===== config.mk =====
export PLATFORM = sky130hd
export DESIGN_NAME = axi_burst_master
export DESIGN_NICKNAME = d
export VERILOG_FILES = /design/src/rtl/axi_burst_master.sv
export SDC_FILE = /design/constraint.sdc
export NUM_CORES = 1
export LEC_CHECK = 0
export BUFFER_PORTS_ARGS = -buffer_cell sky130_fd_sc_hd__buf_2
export CAP_MARGIN = 10
export CORE_AREA = 2 2 486 488
export DETAILED_ROUTE_END_ITERATION = 6
export DIE_AREA = 0 0 488 490
export GPL_TIMING_DRIVEN = 0
export PLACE_DENSITY_LB_ADDON = 0.15
export SYNTH_ARGS = -nofsm -noshare
export SYNTH_HDL_FRONTEND = slang
export SYNTH_SLANG_ARGS = --single-unit
export TNS_END_PERCENT = 5

===== constraint.sdc =====
create_clock -name clk_i -period 1.4 [get_ports clk_i]
set_input_delay 0 -clock clk_i [delete_from_list [all_inputs] [get_ports clk_i]]
set_output_delay 0 -clock clk_i [all_outputs]
set_load 0.01 [all_outputs]

===== src/rtl/axi_burst_master.sv =====
// Single-outstanding AXI4 initiator turning a command/stream interface into aligned INCR bursts.
// Build macro AXI_MST_BOUNDARY_CHK_EN: reject misaligned or 4 KiB-crossing commands at accept.
module axi_burst_master #(
    parameter int ADDR_WTH = 32,
    parameter int DATA_WTH = 256,
    parameter int ID_WIDTH = 4,
    parameter int MST_ID   = 0
) (
    input  logic                  clk_i,
    input  logic                  rst_i,
    input  logic                  cmd_valid,
    output logic                  cmd_ready,
    input  logic                  cmd_we,
    input  logic [ADDR_WTH-1:0]   cmd_addr,
    input  logic [7:0]            cmd_len,
    input  logic [DATA_WTH-1:0]   wr_data,
    input  logic [DATA_WTH/8-1:0] wr_strb,
    input  logic                  wr_valid,
    output logic                  wr_ready,
    output logic [DATA_WTH-1:0]   rd_data,
    output logic                  rd_last,
    output logic                  rd_valid,
    input  logic                  rd_ready,
    output logic                  done_valid,
    output logic                  done_err,
    output logic [ADDR_WTH-1:0]   awaddr,
    output logic [7:0]            awlen,
    output logic [2:0]            awsize,
    output logic [1:0]            awburst,
    output logic [ID_WIDTH-1:0]   awid,
    output logic                  awvalid,
    input  logic                  awready,
    output logic [DATA_WTH-1:0]   wdata,
    output logic [DATA_WTH/8-1:0] wstrb,
    output logic                  wlast,
    output logic                  wvalid,
    input  logic                  wready,
    input  logic [1:0]            bresp,
    input  logic [ID_WIDTH-1:0]   bid,
    input  logic                  bvalid,
    output logic                  bready,
    output logic [ADDR_WTH-1:0]   araddr,
    output logic [7:0]            arlen,
    output logic [2:0]            arsize,
    output logic [1:0]            arburst,
    output logic [ID_WIDTH-1:0]   arid,
    output logic                  arvalid,
    input  logic                  arready,
    input  logic [DATA_WTH-1:0]   rdata,
    input  logic [1:0]            rresp,
    input  logic [ID_WIDTH-1:0]   rid,
    input  logic                  rlast,
    input  logic                  rvalid,
    output logic                  rready
);
    localparam int BYTES = DATA_WTH / 8;
    localparam int SIZE  = $clog2(BYTES);
    localparam logic [ID_WIDTH-1:0] ID = ID_WIDTH'(MST_ID);

    typedef enum logic [2:0] {IDLE, AW, WD, BR, AR, RD, DONE} state_t;

    state_t              state, state_nxt;
    logic [ADDR_WTH-1:0] addr_q;
    logic [7:0]          len_q;
    logic [7:0]          cnt;
    logic                err;
    logic                cmd_fire, w_fire, r_fire, last_beat, r_bad, cmd_reject;

`ifdef AXI_MST_BOUNDARY_CHK_EN
    logic [31:0] end_off;
    assign end_off    = 32'(cmd_addr[11:0]) + ((32'(cmd_len) + 32'd1) << SIZE);
    assign cmd_reject = (cmd_addr[SIZE-1:0] != '0) || (end_off > 32'd4096);
`else
    assign cmd_reject = 1'b0;
`endif

    assign cmd_fire  = cmd_valid && cmd_ready;
    assign w_fire    = wvalid && wready;
    assign r_fire    = rvalid && rready;
    assign last_beat = (cnt == len_q);
    // rlast must coincide exactly with the final counted beat; either mismatch is an error
    assign r_bad     = (rresp != 2'b00) || (rid != ID) || (rlast != last_beat);

    assign awaddr  = addr_q;
    assign araddr  = addr_q;
    assign awlen   = len_q;
    assign arlen   = len_q;
    assign awsize  = 3'(SIZE);
    assign arsize  = 3'(SIZE);
    assign awburst = 2'b01;
    assign arburst = 2'b01;
    assign awid    = ID;
    assign arid    = ID;
    assign wdata   = wr_data;
    assign wstrb   = wr_strb;
    assign rd_data = rdata;
    assign done_err = (state == DONE) && err;

    always_ff @(posedge clk_i) begin
        if (rst_i) begin
            state  <= IDLE;
            addr_q <= '0;
            len_q  <= '0;
            cnt    <= '0;
            err    <= 1'b0;
        end else begin
            state <= state_nxt;
            case (state)
                IDLE: if (cmd_fire) begin
                    addr_q <= cmd_addr;
                    len_q  <= cmd_len;
                    cnt    <= '0;
                    err    <= cmd_reject;
                end
                WD:   if (w_fire) cnt <= cnt + 8'd1;
                BR:   if (bvalid) err <= err || (bresp != 2'b00) || (bid != ID);
                RD:   if (r_fire) begin
                    cnt <= cnt + 8'd1;
                    err <= err || r_bad;
                end
                DONE: err <= 1'b0;
                default: ;
            endcase
        end
    end

    always_comb begin
        state_nxt  = state;
        cmd_ready  = 1'b0;
        awvalid    = 1'b0;
        wvalid     = 1'b0;
        wr_ready   = 1'b0;
        wlast      = 1'b0;
        bready     = 1'b0;
        arvalid    = 1'b0;
        rready     = 1'b0;
        rd_valid   = 1'b0;
        rd_last    = 1'b0;
        done_valid = 1'b0;
        case (state)
            IDLE: begin
                cmd_ready = 1'b1;
                if (cmd_valid) state_nxt = cmd_reject ? DONE : (cmd_we ? AW : AR);
            end
            AW: begin
                awvalid = 1'b1;
                if (awready) state_nxt = WD;
            end
            WD: begin
                wvalid   = wr_valid;
                wr_ready = wready;
                wlast    = last_beat;
                if (wr_valid && wready && last_beat) state_nxt = BR;
            end
            BR: begin
                bready = 1'b1;
                if (bvalid) state_nxt = DONE;
            end
            AR: begin
                arvalid = 1'b1;
                if (arready) state_nxt = RD;
            end
            RD: begin
                rd_valid = rvalid;
                rready   = rd_ready;
                rd_last  = last_beat;
                if (rvalid && rd_ready && last_beat) state_nxt = DONE;
            end
            DONE: begin
                done_valid = 1'b1;
                state_nxt  = IDLE;
            end
            default: state_nxt = IDLE;
        endcase
    end
endmodule


==> flow_metrics.py, run 1 <==
metrics = {
    "status": {
        "run_status": "complete, but fails checks",
        "violations": "negative setup slack",
    },
    "global_route": {
        "first_global_vias": 8624,
        "pin_count_of_the_biggest_net_entering_global_routing": 20,
        "global_route_wire_length_before_repair_um": 118000,
        "grtUsageTotal_pct": 8.06,
        "global_route.overflow_total": 0,
        "antenna_violations_before_repair": 117,
    },
    "die": {
        "std_cell_rows": 178,
        "chipWidth_um": 488,
        "floorplan.die.height_um": 490,
        "fp.coreArea_um2": 234000,
        "floorplan.die_area_um2": 239000,
        "io_pins": 1262,
        "floorplan.initialDensity_pct": 2.96,
    },
    "layout": {
        "layout_overhead_on_the_synthesized_area_pct": 127,
        "final_layout_fill_cell_count": 27700,
        "final-instance-count-excl-fill": 4861,
        "finalNetCount": 2300,
        "post_route_cells_drive_above_1_share_pct": 82.3,
    },
    "pwr": {
        "internal_power_mw": 6.71,
        "power.share.switching_pct": 47.8,
        "power_frac_seq_pct": 18.1,
        "p_per_area_nw_per_um2": 819,
        "power.static_leakage_nw": 7.22,
        "totalPowerFinal_mw": 12.8,
        "pwr-share-comb_pct": 68.9,
        "p_clk_share_pct": 13.0,
        "vdd_drop_max_mv": 0.495,
        "power_switching_mw": 6.13,
    },
    "clock_network": {
        "cts.clk_slew.worst_paths_ns": 0.12,
        "max-clock-path-buffers": 2,
        "cts_tree": "built",
        "clock_sinks": 52,
        "cts_max_level": 2,
        "cts_root_buf": "clkbuf_16",
        "clock_buffer_count_from_cts": 5,
        "insertion_delay_ns": 0.38,
    },
    "route": {
        "drt-total-wl_um": 101000,
        "detail_route.first_pass.iterations": 4,
        "drt-initial-drc-count": 229,
        "total_via_count_after_detailed_routing": 8755,
        "post_drt_wl_per_cell_um": 20.8,
        "via_per_inst": 1.80,
        "route.detailed.drc": 0,
        "antenna_violating_nets_post_route": 0,
    },
    "placed_design": {
        "gpl.final_weighted_congestion": 0.886,
        "placed_cells": 4783,
        "dpl_worst_slack_ns": -1.38,
        "post-dp-hpwl_um": 94600,
        "place.port_buffers": 698,
    },
    "timing": {
        "setup_viol_count_final": 61,
        "final_critical_path_share_of_the_clock_period_pct": 130,
        "holdWs_ns": 0.124,
        "finalWorstPathRequiredPeriod_ns": 1.82,
        "max_slew_vio_count": 0,
        "max_slew.worst_pin.slew_ns": 0.826,
        "grt_setup_unrepaired": "true",
        "final.setup.worst_slack_ns": -0.417,
        "worst_slew_margin_rel_pct": 44.9,
        "finalClockSkew_ns": 0.0302,
        "setup_tns_after_final_layout_ns": -6.24,
        "final_hold_viol_count": 0,
        "max_clock_freq_ghz": 0.550,
    },
    "yosys": {
        "synth.distinct_cells": 45,
        "syn_inst": 917,
        "ys_seq_area_share_pct": 15.0,
        "number_of_synthesized_flops_with_an_enable_pin": 0,
        "yosys_warnings": 0,
        "syn-mean-instance-area_um2": 7.55,
        "netlist_area_um2": 6920,
        "ys_seq_elements": 52,
        "async_sr_flop_fraction_pct": 0,
        "synth_flop_cell": "dfxtp_1",
    },
    "min_path": {
        "hold_path_class": "input port to register",
    },
    "job": {
        "max-cap-violations": 0,
    },
    "critical_path": {
        "timing.critical_path.to_type": "output port",
        "critical_path_start_type": "register",
        "endpoint_arrival_time_on_the_critical_path_ns": 1.82,
        "timing_worst_setup_path_type": "register to output port",
        "crit_path_max_fanout": 4,
        "cp.required_ns": 1.40,
    },
}
## stage by stage
step                      util, %  cell area, µm²
final                        6.70           15700
after global routing         6.69           15700
after CTS                    6.64           15500
after detailed placement     6.19           14500
after global placement       6.18           14500
after floorplan                 -            7020
## synthesized netlist by cell type, drive strengths merged (2+ instances only)
master    n  area share, %
a211oi    2           0.22
a21boi    3           0.33
a21oi    51            3.7
a31oi     2           0.27
and2      5           0.45
and3      2           0.18
buf     612             66
clkbuf   12           0.65
conb      2           0.11
dfxtp    52             15
inv       4           0.22
mux2i     3           0.43
nand2    93            5.0
nand2b    5           0.45
nand3     4           0.29
nor2      9           0.52
nor2b     3           0.27
nor3      6           0.43
nor3b     2           0.22
nor4      6           0.54
nor4b     2           0.25
o211ai    2           0.22
o21a      2           0.22
o21ai     6           0.43
or3       4           0.36
or4       2           0.22
xor2      8            1.0
## layout make-up
class	instances	area, µm²	area share (%)
Antenna cell	19	47.5	0.303
Buffer	622	4810	30.7
Clock buffer	5	125	0.798
Clock inverter	3	33.8	0.216
Inverter	4	15.0	0.0958
Multi-Input combinational cell	253	1520	9.70
Sequential cell	52	1080	6.86
Tap cell	3150	3940	25.1
Timing Repair Buffer	753	4110	26.2
## state kept, by name (all words and copies together), names as in the netlist
signal  flops
araddr     32
arlen       8
cnt         8
state       3
err         1
## cells by family (layout without fill, tap and decap cells)
group / after synthesis / after routing / synth area share, %
simple gates: 148 / 148 / 9.82
xor+xnor: 8 / 8 / 1.01
other cells: 2 / 37 / 0.109
mux: 3 / 3 / 0.434
compound gates: 75 / 75 / 6.31
buf+inv: 628 / 1387 / 67.1
flops: 52 / 52 / 15.0
fa+ha+maj: 1 / 1 / 0.181
## cell usage in the layout, fill, tap and decap left out, drive strengths merged, types with 2 or more instances in the layout
master	synthesis	routed
buf	612	1322
nor3b	2	2
a31oi	2	2
dlygate4sd3	0	42
mux2i	3	3
nand3	4	4
diode	0	19
nor4	6	6
a21oi	51	51
o21a	2	2
nand2	93	93
and2	5	5
nor2	9	9
or4	2	2
nor2b	3	3
dfxtp	52	52
nor3	6	6
and3	2	2
clkbuf	12	16
o211ai	2	2
inv	4	5
conb	2	18
or3	4	4
xor2	8	8
nor4b	2	2
a211oi	2	2
nand2b	5	5
clkinv	0	2
o21ai	6	6
a21boi	3	3
## power groups by stage
stage                     combinational (mW)  clock (mW)  sequential (mW)
final                                   8.84        1.67             2.32
after global routing                    9.70        1.91             2.40
after CTS                               9.17        1.94             2.39
after detailed placement                7.74           0             2.39
after global placement                  7.80           0             2.38
after floorplan                         3.91           0             2.21
## final timing paths
path	startpoint	endpoint	slack [ns]	cells after the start
max reg2reg	state[0]	err	-0.41	6
min reg2reg	araddr[19]	araddr[19]	0.48	2
min	wr_valid	state[0]	0.12	5
max	arlen[5]	wlast	-0.42	5
## critical path: stages (launching register included)
cell     delay, ns
dfxtp_4       0.42
xor2_1        0.16
nor4_1        0.29
nand2_2       0.21
nor2_4        0.19
buf_6         0.15
## metal layers
metal	wire, µm	vias to the layer above	GRT usage, %	share of wire, %
met5	263	-	0	0.26
met4	4230	42	3.10	4.2
met3	14700	205	4.90	15
met2	53100	869	15.4	52
met1	28900	3810	6.58	29
li1	-	3829	-	-
## repair_timing
| item | 4_1_cts | 5_1_grt |
|---|---|---|
| endpoints found under the hold margin | 42 | 0 |
| pin swaps | 5 | 7 |
| cloned | 2 | 0 |
| setup buffers | 9 | 0 |
| gates resized for setup | 100 | 23 |
| hold buffers | 42 | 0 |
| setup endpoints to repair | 71 | 63 |
(Power assumes the default switching activity.)
==> run 2: changes to the inputs <==
--- a/config.mk
+++ b/config.mk
@@ -7,9 +7,9 @@
 export LEC_CHECK = 0
 export BUFFER_PORTS_ARGS = -buffer_cell sky130_fd_sc_hd__buf_2
 export CAP_MARGIN = 10
-export CORE_AREA = 2 2 486 488
+export CORE_AREA = 2 2 496 498
 export DETAILED_ROUTE_END_ITERATION = 6
-export DIE_AREA = 0 0 488 490
+export DIE_AREA = 0 0 498 500
 export GPL_TIMING_DRIVEN = 0
 export PLACE_DENSITY_LB_ADDON = 0.15
 export SYNTH_ARGS = -nofsm -noshare
==> constraint.sdc (replaced) <==
create_clock -name clk_i -period 1.9 [get_ports clk_i]
set_input_delay 0 -clock clk_i [delete_from_list [all_inputs] [get_ports clk_i]]
set_output_delay 0 -clock clk_i [all_outputs]
set_load 0.01 [all_outputs]
==> flow_metrics.py, run 2 (synthesized netlist as in run 1, its figures left out) <==
metrics = {
    "route": {
        "detail_route.first_pass.iterations": 4,
        "route.detailed.drc": 0,
        "antenna_violating_nets_post_route": 0,
        "drt-initial-drc-count": 236,
        "post_drt_wl_per_cell_um": 19.2,
        "via_per_inst": 1.78,
        "drt-total-wl_um": 94800,
        "total_via_count_after_detailed_routing": 8769,
    },
    "die": {
        "floorplan.die.height_um": 500,
        "floorplan.initialDensity_pct": 2.83,
        "chipWidth_um": 498,
        "std_cell_rows": 182,
        "io_pins": 1262,
        "floorplan.die_area_um2": 249000,
        "fp.coreArea_um2": 244000,
    },
    "layout": {
        "largest_reg_flops": 32,
        "layout_common_cells": "buf_2 (699), buf_4 (609), nand2_1 (91)",
        "final_common_cell": "buf_2",
        "post_route_cells_drive_above_1_share_pct": 80.6,
        "layout_overhead_on_the_synthesized_area_pct": 123,
        "final-instance-count-excl-fill": 4931,
        "finalNetCount": 2295,
    },
    "pwr": {
        "power_switching_mw": 4.33,
        "totalPowerFinal_mw": 8.74,
        "p_per_area_nw_per_um2": 567,
        "vdd_drop_max_mv": 0.357,
        "power_frac_seq_pct": 19.2,
        "power.static_leakage_nw": 7.09,
        "power.share.switching_pct": 49.6,
        "pwr-share-comb_pct": 66.0,
        "internal_power_mw": 4.41,
        "p_clk_share_pct": 14.8,
    },
    "global_route": {
        "met1_usage_pct": 6.42,
        "grtUsageTotal_pct": 7.21,
        "first_global_vias": 8317,
        "global_route.peak_usage_layer": "met2",
        "global_route.usage.met2_pct": 13.1,
        "antenna_violations_before_repair": 122,
        "grt_util_met3_pct": 4.63,
        "pin_count_of_the_biggest_net_entering_global_routing": 20,
        "global_route_wire_length_before_repair_um": 110000,
        "global_route.overflow_total": 0,
    },
    "clock_network": {
        "max-clock-path-buffers": 2,
        "cts_max_level": 2,
        "clock_sinks": 52,
        "cts.clk_slew.worst_paths_ns": 0.13,
        "cts_tree": "built",
        "cts_root_buf": "clkbuf_16",
        "insertion_delay_ns": 0.39,
        "clock_buffer_count_from_cts": 5,
    },
    "min_path": {
        "hold_path_class": "input port to register",
    },
    "timing": {
        "setup_tns_after_final_layout_ns": 0,
        "grt_setup_unrepaired": "true",
        "max_clock_freq_ghz": 0.549,
        "worst_slew_margin_rel_pct": 49.0,
        "finalClockSkew_ns": 0.0280,
        "setup_viol_count_final": 0,
        "final_hold_viol_count": 0,
        "finalWorstPathRequiredPeriod_ns": 1.82,
        "max_slew.worst_pin.slew_ns": 0.764,
        "holdWs_ns": 0.103,
        "final_critical_path_share_of_the_clock_period_pct": 95.9,
        "max_slew_vio_count": 0,
    },
    "critical_path": {
        "crit_slowest_cell": "dfxtp_2",
        "category_of_cells_accounting_for_the_largest_share_of_critical_path_delay": "simple AND/OR/NAND/NOR gates",
        "timing_worst_setup_path_type": "register to output port",
        "cp.required_ns": 1.90,
        "timing.critical_path.to_type": "output port",
        "critical_path_start_type": "register",
        "worst_path_largest_cell_delay_ns": 0.39,
        "critical_path.cell_chain": "xor2_2 > nor4_4 > nand2_4 > nor2_4 > buf_6",
        "endpoint_arrival_time_on_the_critical_path_ns": 1.82,
        "crit_path_max_fanout": 7,
        "critPathBufInv": 1,
    },
    "placed_design": {
        "placed_cells": 4854,
        "gpl.final_weighted_congestion": 0.838,
        "post-dp-hpwl_um": 89000,
        "place.port_buffers": 698,
    },
    "job": {
        "max-cap-violations": 0,
    },
    "status": {
        "run_status": "finished clean",
    },
}
run 2: cell types whose count changed in the layout (fill, tap and decap cells not counted), sizes merged:
cell   previous run  this run
buf            1322      1317
diode            19        24
run 2: power by group through the flow:
stage	Clock, mW	Combinational, mW	Sequential [mW]
CTS	1.54	5.92	1.73
finish	1.30	5.77	1.67
global route	1.51	6.34	1.75
global placement	0	5.62	1.74
detailed placement	0	5.57	1.74
floorplan	0	2.84	1.61
run 2: worst paths after layout:
path	start	end	slack, ns	cells after the start
worst max-delay path	cnt[2]	wlast	0.08	5
worst max register to register	cnt[2]	err	0.09	6
worst min-delay path	wr_valid	state[0]	0.10	5
worst min register to register	araddr[8]	araddr[8]	0.48	2
run 2: per-stage QoR:
step                      instance area, µm²  setup WS [ns]  utilization (%)
after detailed placement               14500         -0.925             5.95
after CTS                              15300         -0.216             6.25
after floorplan                         6980          0.339                -
after global placement                 14500          -1.62             5.93
final                                  15400         0.0788             6.30
after global routing                   15400        -0.0996             6.29
run 2: cell type report:
class,count,area [µm²]
clock buffers,5,125
clock inverters,3,33.8
repair buffers,748,4010
plain buffers,622,4650
fillers,28900,229000
multi-input cells,253,1420
diodes,24,60.1
flip-flops and latches,52,1060
inverters,4,15.0
well taps,3220,4030
run 2: layer usage:
layer / up-vias / share of wire [%]
met5: - / 0.19
met4: 30 / 3.4
met3: 182 / 15
met2: 941 / 51
met1: 3784 / 30
li1: 3832 / -
run 2: what timing repair did:
item / 4_1_cts / 5_1_grt
resized for setup: 41 / 18
pin swaps: 3 / 5
hold buffers: 42 / 0
endpoints found under the hold margin: 42 / 0
endpoints found under the setup margin: 57 / 25
buffers inserted: 4 / 1
run 2: tightest hold or removal path, stage by stage:
cell and delay [ns]:
buf_2 0.12, nand3_1 0.06, a211oi_1 0.07, nor3_1 0.15, a211oi_1 0.06
==> run 3: changes to the inputs <==
--- a/config.mk
+++ b/config.mk
@@ -5,7 +5,7 @@
 export SDC_FILE = /design/constraint.sdc
 export NUM_CORES = 1
 export LEC_CHECK = 0
-export BUFFER_PORTS_ARGS = -buffer_cell sky130_fd_sc_hd__buf_2
+export BUFFER_PORTS_ARGS = -buffer_cell sky130_fd_sc_hd__clkbuf_2
 export CAP_MARGIN = 10
 export CORE_AREA = 2 2 496 498
 export DETAILED_ROUTE_END_ITERATION = 6
==> flow_metrics.py, run 3 (synthesized netlist as in run 1, its figures left out) <==
metrics = {
    "status": {
        "run_status": "complete, but fails checks",
        "violations": "negative setup slack",
    },
    "die": {
        "chipWidth_um": 498,
        "floorplan.die_area_um2": 249000,
        "std_cell_rows": 182,
        "floorplan.initialDensity_pct": 2.83,
        "floorplan.die.height_um": 500,
        "fp.coreArea_um2": 244000,
        "io_pins": 1262,
    },
    "global_route": {
        "pin_count_of_the_biggest_net_entering_global_routing": 20,
        "antenna_violations_before_repair": 114,
        "global_route_wire_length_before_repair_um": 111000,
        "first_global_vias": 8504,
        "grtUsageTotal_pct": 7.21,
        "global_route.overflow_total": 0,
    },
    "route": {
        "antenna_violating_nets_post_route": 0,
        "total_via_count_after_detailed_routing": 8784,
        "route.detailed.drc": 0,
        "via_per_inst": 1.78,
        "drt-initial-drc-count": 226,
        "drt-total-wl_um": 94700,
        "detail_route.first_pass.iterations": 4,
        "post_drt_wl_per_cell_um": 19.2,
    },
    "layout": {
        "layout_common_cells": "clkbuf_2 (699), buf_4 (609), nand2_1 (91)",
        "layout_overhead_on_the_synthesized_area_pct": 123,
        "post_route_cells_drive_above_1_share_pct": 80.6,
        "final_common_cell": "clkbuf_2",
        "finalNetCount": 2298,
        "design_area_um2": 15500,
        "largest_reg_flops": 32,
        "final-instance-count-excl-fill": 4940,
    },
    "timing": {
        "max_slew.worst_pin.slew_ns": 0.760,
        "final.setup.worst_slack_ns": -0.0359,
        "worst_slew_margin_rel_pct": 49.4,
        "max_clock_freq_ghz": 0.517,
        "finalClockSkew_ns": 0.0321,
        "grt_setup_unrepaired": "true",
        "final_hold_viol_count": 0,
        "finalWorstPathRequiredPeriod_ns": 1.94,
        "final_critical_path_share_of_the_clock_period_pct": 102,
        "setup_viol_count_final": 2,
        "holdWs_ns": 0.100,
        "max_slew_vio_count": 0,
        "setup_tns_after_final_layout_ns": -0.0703,
    },
    "critical_path": {
        "worst-r2r-cell-count": 7,
        "timing.rr.start": "arlen[3]",
        "crit_start": "arlen[3]",
        "timing.critical_path.to_type": "register",
        "r2r_slack_ns": -0.04,
        "crit_path_max_fanout": 4,
        "timing_worst_setup_path_type": "register to register",
        "critical_path_start_type": "register",
        "endpoint_arrival_time_on_the_critical_path_ns": 2.23,
        "cp.required_ns": 2.20,
        "timing.rr.end": "err",
    },
    "clock_network": {
        "cts_max_level": 2,
        "clock_buffer_count_from_cts": 5,
        "cts_root_buf": "clkbuf_16",
        "max-clock-path-buffers": 2,
        "insertion_delay_ns": 0.39,
        "cts_tree": "built",
        "clock_sinks": 52,
        "cts.clk_slew.worst_paths_ns": 0.14,
    },
    "pwr": {
        "pwr-share-comb_pct": 66.0,
        "power.share.switching_pct": 49.7,
        "internal_power_mw": 4.47,
        "vdd_drop_max_mv": 0.353,
        "power_switching_mw": 4.41,
        "p_clk_share_pct": 14.9,
        "power.static_leakage_nw": 7.17,
        "power_frac_seq_pct": 19.0,
        "p_per_area_nw_per_um2": 574,
    },
    "min_path": {
        "hold_path_startpoint": "wready",
        "worstHoldEndpoint": "state[0]",
        "worstHoldPathCells": 5,
        "hold_path_class": "input port to register",
    },
    "placed_design": {
        "place.port_buffers": 698,
        "gpl.final_weighted_congestion": 0.833,
        "placed_cells": 4854,
        "post-dp-hpwl_um": 89000,
        "place_area_um2": 14500,
    },
    "job": {
        "max-cap-violations": 0,
    },
}
[run 3: changes by cell type in the layout (fill, tap and decap cells not counted), moves of 2 or more]
cell,delta
buf_6,+2
diode_2,+6
clkbuf_2,+697
buf_2,-697
[run 3: stage by stage]
stage | util (%) | total power, mW | setup WS (ns)
after floorplan | - | 4.45 | 0.339
after global placement | 5.93 | 7.38 | -1.63
after detailed placement | 5.95 | 7.34 | -0.910
after CTS | 6.25 | 9.24 | -0.233
after global routing | 6.31 | 9.69 | -0.176
final | 6.33 | 8.87 | -0.0359
[run 3: power groups by stage]
stage | logic (mW) | registers (mW) | clock network, mW
after global placement | 5.64 | 1.74 | 0
final | 5.86 | 1.69 | 1.32
after detailed placement | 5.59 | 1.75 | 0
after CTS | 5.96 | 1.73 | 1.55
after global routing | 6.45 | 1.76 | 1.49
after floorplan | 2.84 | 1.61 | 0
[run 3: worst max-delay path: stages, from the launching register on]
cell and delay, ns:
dfxtp_4 0.42, xor2_4 0.18, nor4_4 0.34, nand2_2 0.15, buf_6 0.15, buf_6 0.13
mux2i_1 0.11, a2111oi_1 0.36
[run 3: final cells by class]
cell class	instances	area (µm²)
clock inverters	3	33.8
inverters	4	15.0
clock buffers	5	125
plain buffers	622	4650
well taps	3220	4030
multi-input cells	253	1410
flip-flops and latches	52	1060
repair buffers	751	4050
fillers	28900	229000
diodes	30	75.1
[run 3: worst max path at each step]
stage	endpoint
floorplan	err
global placement	cnt[3]
detailed placement	wlast
CTS	wlast
global route	wlast
finish	err
[run 3: metal layers]
| layer | global-route usage, % | routed length [µm] |
|---|---|---|
| met4 | 2.49 | 3490 |
| met5 | 0 | 173 |
| met1 | 6.49 | 29700 |
| met2 | 13.1 | 47500 |
| met3 | 4.53 | 13800 |
[run 3: timing repair]
action | 4_1_cts | 5_1_grt
pin swaps | 4 | 3
gates resized for setup | 41 | 22
hold buffers | 43 | 0
endpoints found under the setup margin | 58 | 20
setup buffers | 5 | 2
endpoints found under the hold margin | 43 | 0
